<file path="src/rtl/bsg_axi_pkg.sv">
// AXI response encodings shared by AXI-facing blocks.
// Types only; no logic.
package bsg_axi_pkg;

    typedef enum logic [1:0] {
        e_axi_resp_okay   = 2'b00,
        e_axi_resp_exokay = 2'b01,
        e_axi_resp_slverr = 2'b10,
        e_axi_resp_decerr = 2'b11
    } axi_resp_e;

endpackage

</file>
<file path="src/rtl/bsg_axil_client_pkg.sv">
// Shared types for the AXI-Lite client: tracker entries, arbiter and grant state.
// Types only; no logic.
package bsg_axil_client_pkg;

    import bsg_axi_pkg::*;

    typedef struct packed {
        logic w;
        logic err;
    } tracker_entry_s;

    localparam axi_resp_e client_resp_okay   = e_axi_resp_okay;
    localparam axi_resp_e client_resp_decerr = e_axi_resp_decerr;

    typedef enum logic {
        e_prio_read,
        e_prio_write
    } arb_prio_e;

    typedef enum logic {
        e_grant_free,
        e_grant_held
    } grant_state_e;

endpackage

</file>
<file path="src/rtl/bsg_axil_client_fifo.sv">
// Small two-port circular FIFO with valid/ready push and yumi pop.
// Latency: push visible at the head one cycle later. Backpressure: ready_o low when full.
module bsg_axil_client_fifo #(
    parameter int width_p = 8,
    parameter int els_p   = 2
) (
    input  logic               clk_i,
    input  logic               reset_n_i,
    input  logic [width_p-1:0] data_i,
    input  logic               v_i,
    output logic               ready_o,
    output logic [width_p-1:0] data_o,
    output logic               v_o,
    input  logic               yumi_i
);

    localparam int ptr_w = (els_p > 1) ? $clog2(els_p) : 1;
    localparam int cnt_w = $clog2(els_p + 1);

    logic [width_p-1:0] mem [els_p];
    logic [ptr_w-1:0]   rptr_r, wptr_r;
    logic [cnt_w-1:0]   cnt_r;
    logic               push, pop;

    assign ready_o = (cnt_r != cnt_w'(els_p));
    assign v_o     = (cnt_r != '0);
    assign data_o  = mem[rptr_r];
    assign push    = v_i & ready_o;
    assign pop     = yumi_i & v_o;

    always_ff @(posedge clk_i) begin
        if (!reset_n_i) begin
            rptr_r <= '0;
            wptr_r <= '0;
            cnt_r  <= '0;
        end else begin
            if (push) wptr_r <= (wptr_r == ptr_w'(els_p - 1)) ? '0 : wptr_r + ptr_w'(1);
            if (pop)  rptr_r <= (rptr_r == ptr_w'(els_p - 1)) ? '0 : rptr_r + ptr_w'(1);
            if (push && !pop)      cnt_r <= cnt_r + cnt_w'(1);
            else if (!push && pop) cnt_r <= cnt_r - cnt_w'(1);
        end
    end

    always_ff @(posedge clk_i) begin
        if (push) mem[wptr_r] <= data_i;
    end

endmodule

</file>
<file path="src/rtl/bsg_axil_client_return_tracker.sv">
// In-order tracker of issued requests; routes downstream responses to B or R. Macro: BSG_AXIL_FIFO_CLIENT_DECERR_EN.
// Latency: v_i to b/rvalid combinational. Backpressure: ready_and_o follows bready/rready of the head's channel.
module bsg_axil_client_return_tracker
    import bsg_axil_client_pkg::*;
#(
    parameter int data_width_p = 32,
    parameter int els_p        = 4
) (
    input  logic                    clk_i,
    input  logic                    reset_n_i,
    input  logic                    push_v_i,
    input  tracker_entry_s          push_entry_i,
    output logic                    ready_o,
    input  logic [data_width_p-1:0] data_i,
    input  logic                    v_i,
    output logic                    ready_and_o,
    output logic [1:0]              bresp_o,
    output logic                    bvalid_o,
    input  logic                    bready_i,
    output logic [data_width_p-1:0] rdata_o,
    output logic [1:0]              rresp_o,
    output logic                    rvalid_o,
    input  logic                    rready_i
);

    tracker_entry_s head;
    logic           head_v, err_head, resp_v, pop;

    bsg_axil_client_fifo #(.width_p($bits(tracker_entry_s)), .els_p(els_p)) track_fifo (
        .clk_i    (clk_i),
        .reset_n_i(reset_n_i),
        .data_i   (push_entry_i),
        .v_i      (push_v_i),
        .ready_o  (ready_o),
        .data_o   (head),
        .v_o      (head_v),
        .yumi_i   (pop)
    );

`ifdef BSG_AXIL_FIFO_CLIENT_DECERR_EN
    assign err_head = head_v & head.err;
`else
    logic unused_err;
    assign unused_err = head.err;
    assign err_head   = 1'b0;
`endif

    // A locally rejected request answers itself without waiting for the device.
    assign resp_v      = head_v & (err_head | v_i);
    assign bvalid_o    = resp_v & head.w;
    assign rvalid_o    = resp_v & ~head.w;
    assign ready_and_o = head_v & ~err_head & (head.w ? bready_i : rready_i);
    assign pop         = (bvalid_o & bready_i) | (rvalid_o & rready_i);
    assign bresp_o     = err_head ? client_resp_decerr : client_resp_okay;
    assign rresp_o     = err_head ? client_resp_decerr : client_resp_okay;
    assign rdata_o     = err_head ? '0 : data_i;

    orphan_response: assert property (@(posedge clk_i) disable iff (!reset_n_i) !(v_i && !head_v));

endmodule

</file>
<file path="src/rtl/bsg_axil_fifo_client_multi.sv">
// AXI-Lite subordinate to a single request stream, round-robin R/W, multiple outstanding. Macro: BSG_AXIL_FIFO_CLIENT_DECERR_EN.
// Latency: AXI handshake to v_o one cycle; v_i to b/rvalid combinational. Backpressure: AXI ready = FIFO not full; issue stalls on a full tracker.
module bsg_axil_fifo_client_multi
    import bsg_axil_client_pkg::*;
#(
    parameter int axil_data_width_p = 32,
    parameter int axil_addr_width_p = 32,
    parameter int fifo_els_p        = 2,
    parameter int outstanding_els_p = 4,
    parameter logic [axil_addr_width_p-1:0] legal_addr_lo_p = '0,
    parameter logic [axil_addr_width_p-1:0] legal_addr_hi_p = '1
) (
    input  logic                             clk_i,
    input  logic                             reset_n_i,
    output logic [axil_data_width_p-1:0]     data_o,
    output logic [axil_addr_width_p-1:0]     addr_o,
    output logic                             v_o,
    output logic                             w_o,
    output logic [axil_data_width_p/8-1:0]   wmask_o,
    input  logic                             ready_and_i,
    input  logic [axil_data_width_p-1:0]     data_i,
    input  logic                             v_i,
    output logic                             ready_and_o,
    input  logic [axil_addr_width_p-1:0]     s_axil_awaddr,
    input  logic [2:0]                       s_axil_awprot,
    input  logic                             s_axil_awvalid,
    output logic                             s_axil_awready,
    input  logic [axil_data_width_p-1:0]     s_axil_wdata,
    input  logic [axil_data_width_p/8-1:0]   s_axil_wstrb,
    input  logic                             s_axil_wvalid,
    output logic                             s_axil_wready,
    output logic [1:0]                       s_axil_bresp,
    output logic                             s_axil_bvalid,
    input  logic                             s_axil_bready,
    input  logic [axil_addr_width_p-1:0]     s_axil_araddr,
    input  logic [2:0]                       s_axil_arprot,
    input  logic                             s_axil_arvalid,
    output logic                             s_axil_arready,
    output logic [axil_data_width_p-1:0]     s_axil_rdata,
    output logic [1:0]                       s_axil_rresp,
    output logic                             s_axil_rvalid,
    input  logic                             s_axil_rready
);

    localparam int mask_w = axil_data_width_p / 8;
    localparam logic [axil_addr_width_p-1:0] align_mask = ~(axil_addr_width_p'(mask_w - 1));

    logic [axil_addr_width_p-1:0] ar_addr, aw_addr, issue_addr;
    logic [axil_data_width_p-1:0] w_data;
    logic [mask_w-1:0]            w_strb;
    logic ar_v, aw_v, w_v, ar_rdy, aw_rdy, w_rdy;
    logic ar_yumi, wr_yumi;
    logic rd_cand, wr_cand, sel_w, issue_v, req_err, hs;
    logic trk_ready, trk_ready_and, trk_bvalid, trk_rvalid;
    tracker_entry_s trk_entry;

    grant_state_e grant_r, grant_n;
    arb_prio_e    prio_r, prio_n;
    logic         lock_w_r, lock_w_n;

    bsg_axil_client_fifo #(.width_p(axil_addr_width_p), .els_p(fifo_els_p)) ar_fifo (
        .clk_i(clk_i), .reset_n_i(reset_n_i),
        .data_i(s_axil_araddr), .v_i(s_axil_arvalid), .ready_o(ar_rdy),
        .data_o(ar_addr), .v_o(ar_v), .yumi_i(ar_yumi)
    );

    bsg_axil_client_fifo #(.width_p(axil_addr_width_p), .els_p(fifo_els_p)) aw_fifo (
        .clk_i(clk_i), .reset_n_i(reset_n_i),
        .data_i(s_axil_awaddr), .v_i(s_axil_awvalid), .ready_o(aw_rdy),
        .data_o(aw_addr), .v_o(aw_v), .yumi_i(wr_yumi)
    );

    bsg_axil_client_fifo #(.width_p(axil_data_width_p + mask_w), .els_p(fifo_els_p)) w_fifo (
        .clk_i(clk_i), .reset_n_i(reset_n_i),
        .data_i({s_axil_wstrb, s_axil_wdata}), .v_i(s_axil_wvalid), .ready_o(w_rdy),
        .data_o({w_strb, w_data}), .v_o(w_v), .yumi_i(wr_yumi)
    );

    assign s_axil_arready = ar_rdy & reset_n_i;
    assign s_axil_awready = aw_rdy & reset_n_i;
    assign s_axil_wready  = w_rdy & reset_n_i;

    assign rd_cand = ar_v;
    assign wr_cand = aw_v & w_v;

    always_comb begin
        sel_w = wr_cand & (~rd_cand | (prio_r == e_prio_write));
        if (grant_r == e_grant_held) sel_w = lock_w_r;
        issue_addr = sel_w ? aw_addr : (ar_addr & align_mask);
        issue_v    = (sel_w ? wr_cand : rd_cand) & trk_ready & reset_n_i;
    end

`ifdef BSG_AXIL_FIFO_CLIENT_DECERR_EN
    logic [5:0] unused_prot;
    assign unused_prot = {s_axil_awprot, s_axil_arprot};
    assign req_err = (issue_addr < legal_addr_lo_p) | (issue_addr > legal_addr_hi_p);
`else
    logic unused_cfg;
    assign unused_cfg = ^{s_axil_awprot, s_axil_arprot, legal_addr_lo_p, legal_addr_hi_p};
    assign req_err    = 1'b0;
`endif

    // Rejected requests complete on their own turn without touching the device.
    assign v_o     = issue_v & ~req_err;
    assign hs      = issue_v & (req_err | ready_and_i);
    assign ar_yumi = hs & ~sel_w;
    assign wr_yumi = hs & sel_w;

    assign addr_o  = issue_addr;
    assign w_o     = sel_w;
    assign data_o  = sel_w ? w_data : '0;
    assign wmask_o = sel_w ? w_strb : '0;

    always_comb begin
        trk_entry = '{w: sel_w, err: req_err};
        grant_n   = grant_r;
        prio_n    = prio_r;
        lock_w_n  = lock_w_r;
        if (hs) begin
            grant_n = e_grant_free;
            prio_n  = sel_w ? e_prio_read : e_prio_write;
        end else if (v_o) begin
            grant_n  = e_grant_held;
            lock_w_n = sel_w;
        end
    end

    always_ff @(posedge clk_i) begin
        if (!reset_n_i) begin
            grant_r  <= e_grant_free;
            prio_r   <= e_prio_read;
            lock_w_r <= 1'b0;
        end else begin
            grant_r  <= grant_n;
            prio_r   <= prio_n;
            lock_w_r <= lock_w_n;
        end
    end

    bsg_axil_client_return_tracker #(
        .data_width_p(axil_data_width_p),
        .els_p       (outstanding_els_p)
    ) tracker (
        .clk_i       (clk_i),
        .reset_n_i   (reset_n_i),
        .push_v_i    (hs),
        .push_entry_i(trk_entry),
        .ready_o     (trk_ready),
        .data_i      (data_i),
        .v_i         (v_i),
        .ready_and_o (trk_ready_and),
        .bresp_o     (s_axil_bresp),
        .bvalid_o    (trk_bvalid),
        .bready_i    (s_axil_bready),
        .rdata_o     (s_axil_rdata),
        .rresp_o     (s_axil_rresp),
        .rvalid_o    (trk_rvalid),
        .rready_i    (s_axil_rready)
    );

    assign ready_and_o   = trk_ready_and & reset_n_i;
    assign s_axil_bvalid = trk_bvalid & reset_n_i;
    assign s_axil_rvalid = trk_rvalid & reset_n_i;

endmodule
</file>
<file path="config.mk">
export PLATFORM = sky130hd
export DESIGN_NAME = bsg_axil_fifo_client_multi
export DESIGN_NICKNAME = d
export VERILOG_FILES = /design/src/rtl/bsg_axi_pkg.sv /design/src/rtl/bsg_axil_client_pkg.sv /design/src/rtl/bsg_axil_client_fifo.sv /design/src/rtl/bsg_axil_client_return_tracker.sv /design/src/rtl/bsg_axil_fifo_client_multi.sv
export SDC_FILE = /design/constraint.sdc
export NUM_CORES = 1
export LEC_CHECK = 0
export ABC_AREA = 1
export BUFFER_PORTS_ARGS = -buffer_cell sky130_fd_sc_hd__buf_2
export CAP_MARGIN = 0
export CELL_PAD_IN_SITES_DETAIL_PLACEMENT = 1
export CELL_PAD_IN_SITES_GLOBAL_PLACEMENT = 1
export CORE_ASPECT_RATIO = 0.6
export CORE_MARGIN = 3
export CORE_UTILIZATION = 35
export CTS_CLUSTER_DIAMETER = 60
export DETAILED_ROUTE_END_ITERATION = 10
export PLACE_DENSITY_LB_ADDON = 0.12
export SYNTH_ARGS = -nofsm -noshare
export SYNTH_HDL_FRONTEND = slang
export SYNTH_SLANG_ARGS = --single-unit
export TNS_END_PERCENT = 100
</file>
<file path="constraint.sdc">
create_clock -name clk_i -period 3.15 [get_ports clk_i]
set_clock_uncertainty 0.2 [all_clocks]
set_input_delay 0.1575 -clock clk_i [delete_from_list [all_inputs] [get_ports clk_i]]
set_output_delay 0.1575 -clock clk_i [all_outputs]
set_load 0.005 [all_outputs]
</file>
==> metrics.yaml <==
power_switching_mw: 2.19
grt_overflow: 0
grt_pass1_wl_mm: 37.2
antenna_found_initial: 3
crit_path_max_incr_delay_ns: 0.39
synth.area.mux_share_pct: 3.26
period_needed_ns: 2.69
grt_pass1_vias: 6789
drt_wl_total_mm: 23.5
cts_root_buf: "clkbuf_16"
cts_hold_buf: 106
synth-simple-area-share_pct: 8.90
drv_cap: 0
post_cts_resized: 0
track_usage_pct: 16.4
grt_busiest_layer: "met2"
rsz0062_at_grt: "no"
initial_core_util_pct: 36.0
numCtsBuffers: 24
utilization_pct: 47.2
crit_path_end_kind: "flip-flop"
p_leak_nw: 4.56
synth_top_family_by_area: "compound AO/OA/AOI/OAI gates"
start_kind: "flip-flop"
htreeDepth: 1
cts.path.max_buffers: 3
ir_worst_vdd_uv: 408
critPathKind: "reg2reg"
syn_area_per_cell_um2: 13.1
p_seq_share_pct: 47.7
synth_flop_cell: "edfxtp_1"
gp_congestion: 0.725
critPathMaxFanout: 4
nets: 1121
coreArea_mm2: 0.0256
hpwlAfterDp_mm: 15.4
dp_cells: 1184
synth_compound_area_share_pct: 8.92
tightest_slew_ns: 1.11
synth-xor-area-share_pct: 0
wl_per_cell_um: 17.6
ios: 259
finalCritPeriodShare_pct: 85.4
num_rows: 45
via_count: 6260
firstDrtPassIters: 4
instances_no_fill: 1337
grt_util_met3_pct: 4.30
synth_common_cells: "200 x edfxtp_1, 102 x nand2_1, 58 x a21oi_1"
yosysSeqAreaShare_pct: 71.1
synthAdderAreaFrac_pct: 1.44
fp.dieW_um: 215
path_buf_inv: 1
yosysMostFrequentCell: "edfxtp_1"
r2r-start: "w_fifo.cnt_r[1]"
synth_top_area_cell: "edfxtp_1"
cts_num_sinks: 227
cts_tree: "built"
synth_area_leaders: "edfxtp_1 65%, dfxtp_1 5.9%, nand2_1 4.2%"
die_area_mm2: 0.0284
syn_area_mm2: 0.00921
grt_max_degree: 67
critPathSlowestCell: "fa_1"
max_freq_mhz: 372
ys.warnings.count: 0
ant_nets: 0
port_buffers: 182
use_met1_pct: 21.8
yosysTopAreaCellShare_pct: 65.2
yosys_register_bits: 227
path_cells: "nor2_1 > nor2_2 > nand3_2 > nand3_2 > nand2_2 > nand2_2 > nor2_2 > ha_1 > inv_1 > fa_1 > a21oi_1 > o21ai_0 > o21ai_0 > a21oi_1"
path_clk_slew_ns: 0.06
p_sw_share_pct: 27.7
required_ns: 3.35
outcome: "finished clean"
cp_data_arrival_time_ns: 2.89
critical-path-top-delay-family: "simple AND/OR/NAND/NOR gates"
drt_iter0_drc: 224
area_growth_pct: 31.1
power_frac_comb_pct: 19.7
startpoint: "w_fifo.cnt_r[1]"
min_path_type: "in2reg"
slew_headroom_pct: 25.7
routed_via_density: 4.68
powerDensity_mw_per_mm2: 653
drc: 0
postCtsSetupRepairBufs: 0
drive_gt1_share_pct: 27.5
ys_types: 34
synth_edf_count: 200
synth_cells: 701
setup_violations: 0
ys_async_sr_fraction_pct: 0
setup_tns_ns: 0
fp.dieH_um: 132
drv_slew: 0
min_from: "s_axil_bready"
hold_viol_final: 0
clkPwrFrac_pct: 32.6
use_met2_pct: 27.1
clk_latency_ns: 0.52
p_int_mw: 5.70
routing by layer:
metal	routed length, um	part of all wire (%)	vias to the layer above
li1	-	-	2986
met1	10700	46	3090
met2	11100	47	131
met3	1180	5.0	53
met4	541	2.3	0
met5	0	0	-
path summary, 6_finish.rpt:
path / endpoint / cells after the start / slack, ns
max: tracker.track_fifo.cnt_r[2] / 14 / 0.46
min: tracker.track_fifo.rptr_r[0] / 5 / 0.07
max reg2reg: tracker.track_fifo.cnt_r[2] / 14 / 0.46
min reg2reg: prio_r / 2 / 0.28
logic make-up after synthesis:
| family | Yosys count |
|---|---|
| mux | 30 |
| compound gates | 144 |
| other cells | 1 |
| fa+ha+maj | 10 |
| flops | 227 |
| simple gates | 181 |
| buf+inv | 108 |
power groups by stage:
stage	sequential [mW]	combinational, mW	clock [mW]
floorplan	3.79	0.886	0
global placement	3.81	1.40	0
detailed placement	3.83	1.46	0
CTS	3.77	1.58	2.67
global route	3.80	1.75	2.79
finish	3.77	1.55	2.57
layout make-up:
type                    count  area, um2
flip-flops and latches    227       6550
multi-input cells         369       2130
well taps                 352        440
clock inverters            10       45.0
clock buffers              34        659
diodes                      3       7.51
repair buffers            301       2080
fillers                  2712      13500
inverters                  41        156
placed cells by master (no fill, tap or decap), drive strengths merged, types with 5 or more instances in the layout:
cell,count
edfxtp,200
buf,195
dlygate4sd3,106
nand2,106
a21oi,58
o21ai,53
inv,41
clkbuf,34
nor2,33
o211ai,31
mux2i,30
or2,30
dfxtp,27
clkinv,10
ha,9
nand3,5
worst min-delay path: stages:
cell,delay [ns]
buf_2,0.10
o21ai_0,0.22
nor2_1,0.08
nand3_1,0.08
a21oi_1,0.10
stage by stage:
stage / worst slack (ns) / hold WS (ns) / instance area [um2] / total power, mW
2_1_floorplan: 0.466 / 0.0564 / 9220 / 4.67
3_3_place_gp: 0.624 / 0.115 / 10300 / 5.20
3_5_place_dp: 0.553 / 0.115 / 10300 / 5.30
4_1_cts: 0.439 / 0.0387 / 12100 / 8.02
5_1_grt: 0.250 / 0.109 / 12100 / 8.35
6_report: 0.461 / 0.0747 / 12100 / 7.89
registers in the layout, summed over array words and instances (netlist names), 2 cells and up, named ones only:
name	flops
ar_fifo.cnt_r	2
ar_fifo.mem	60
tracker.track_fifo.mem	4
w_fifo.cnt_r	2
aw_fifo.mem	64
tracker.track_fifo.rptr_r	2
w_fifo.mem	72
tracker.track_fifo.wptr_r	2
aw_fifo.cnt_r	2
tracker.track_fifo.cnt_r	3
Note: power is estimated with default switching activity, not from simulation.
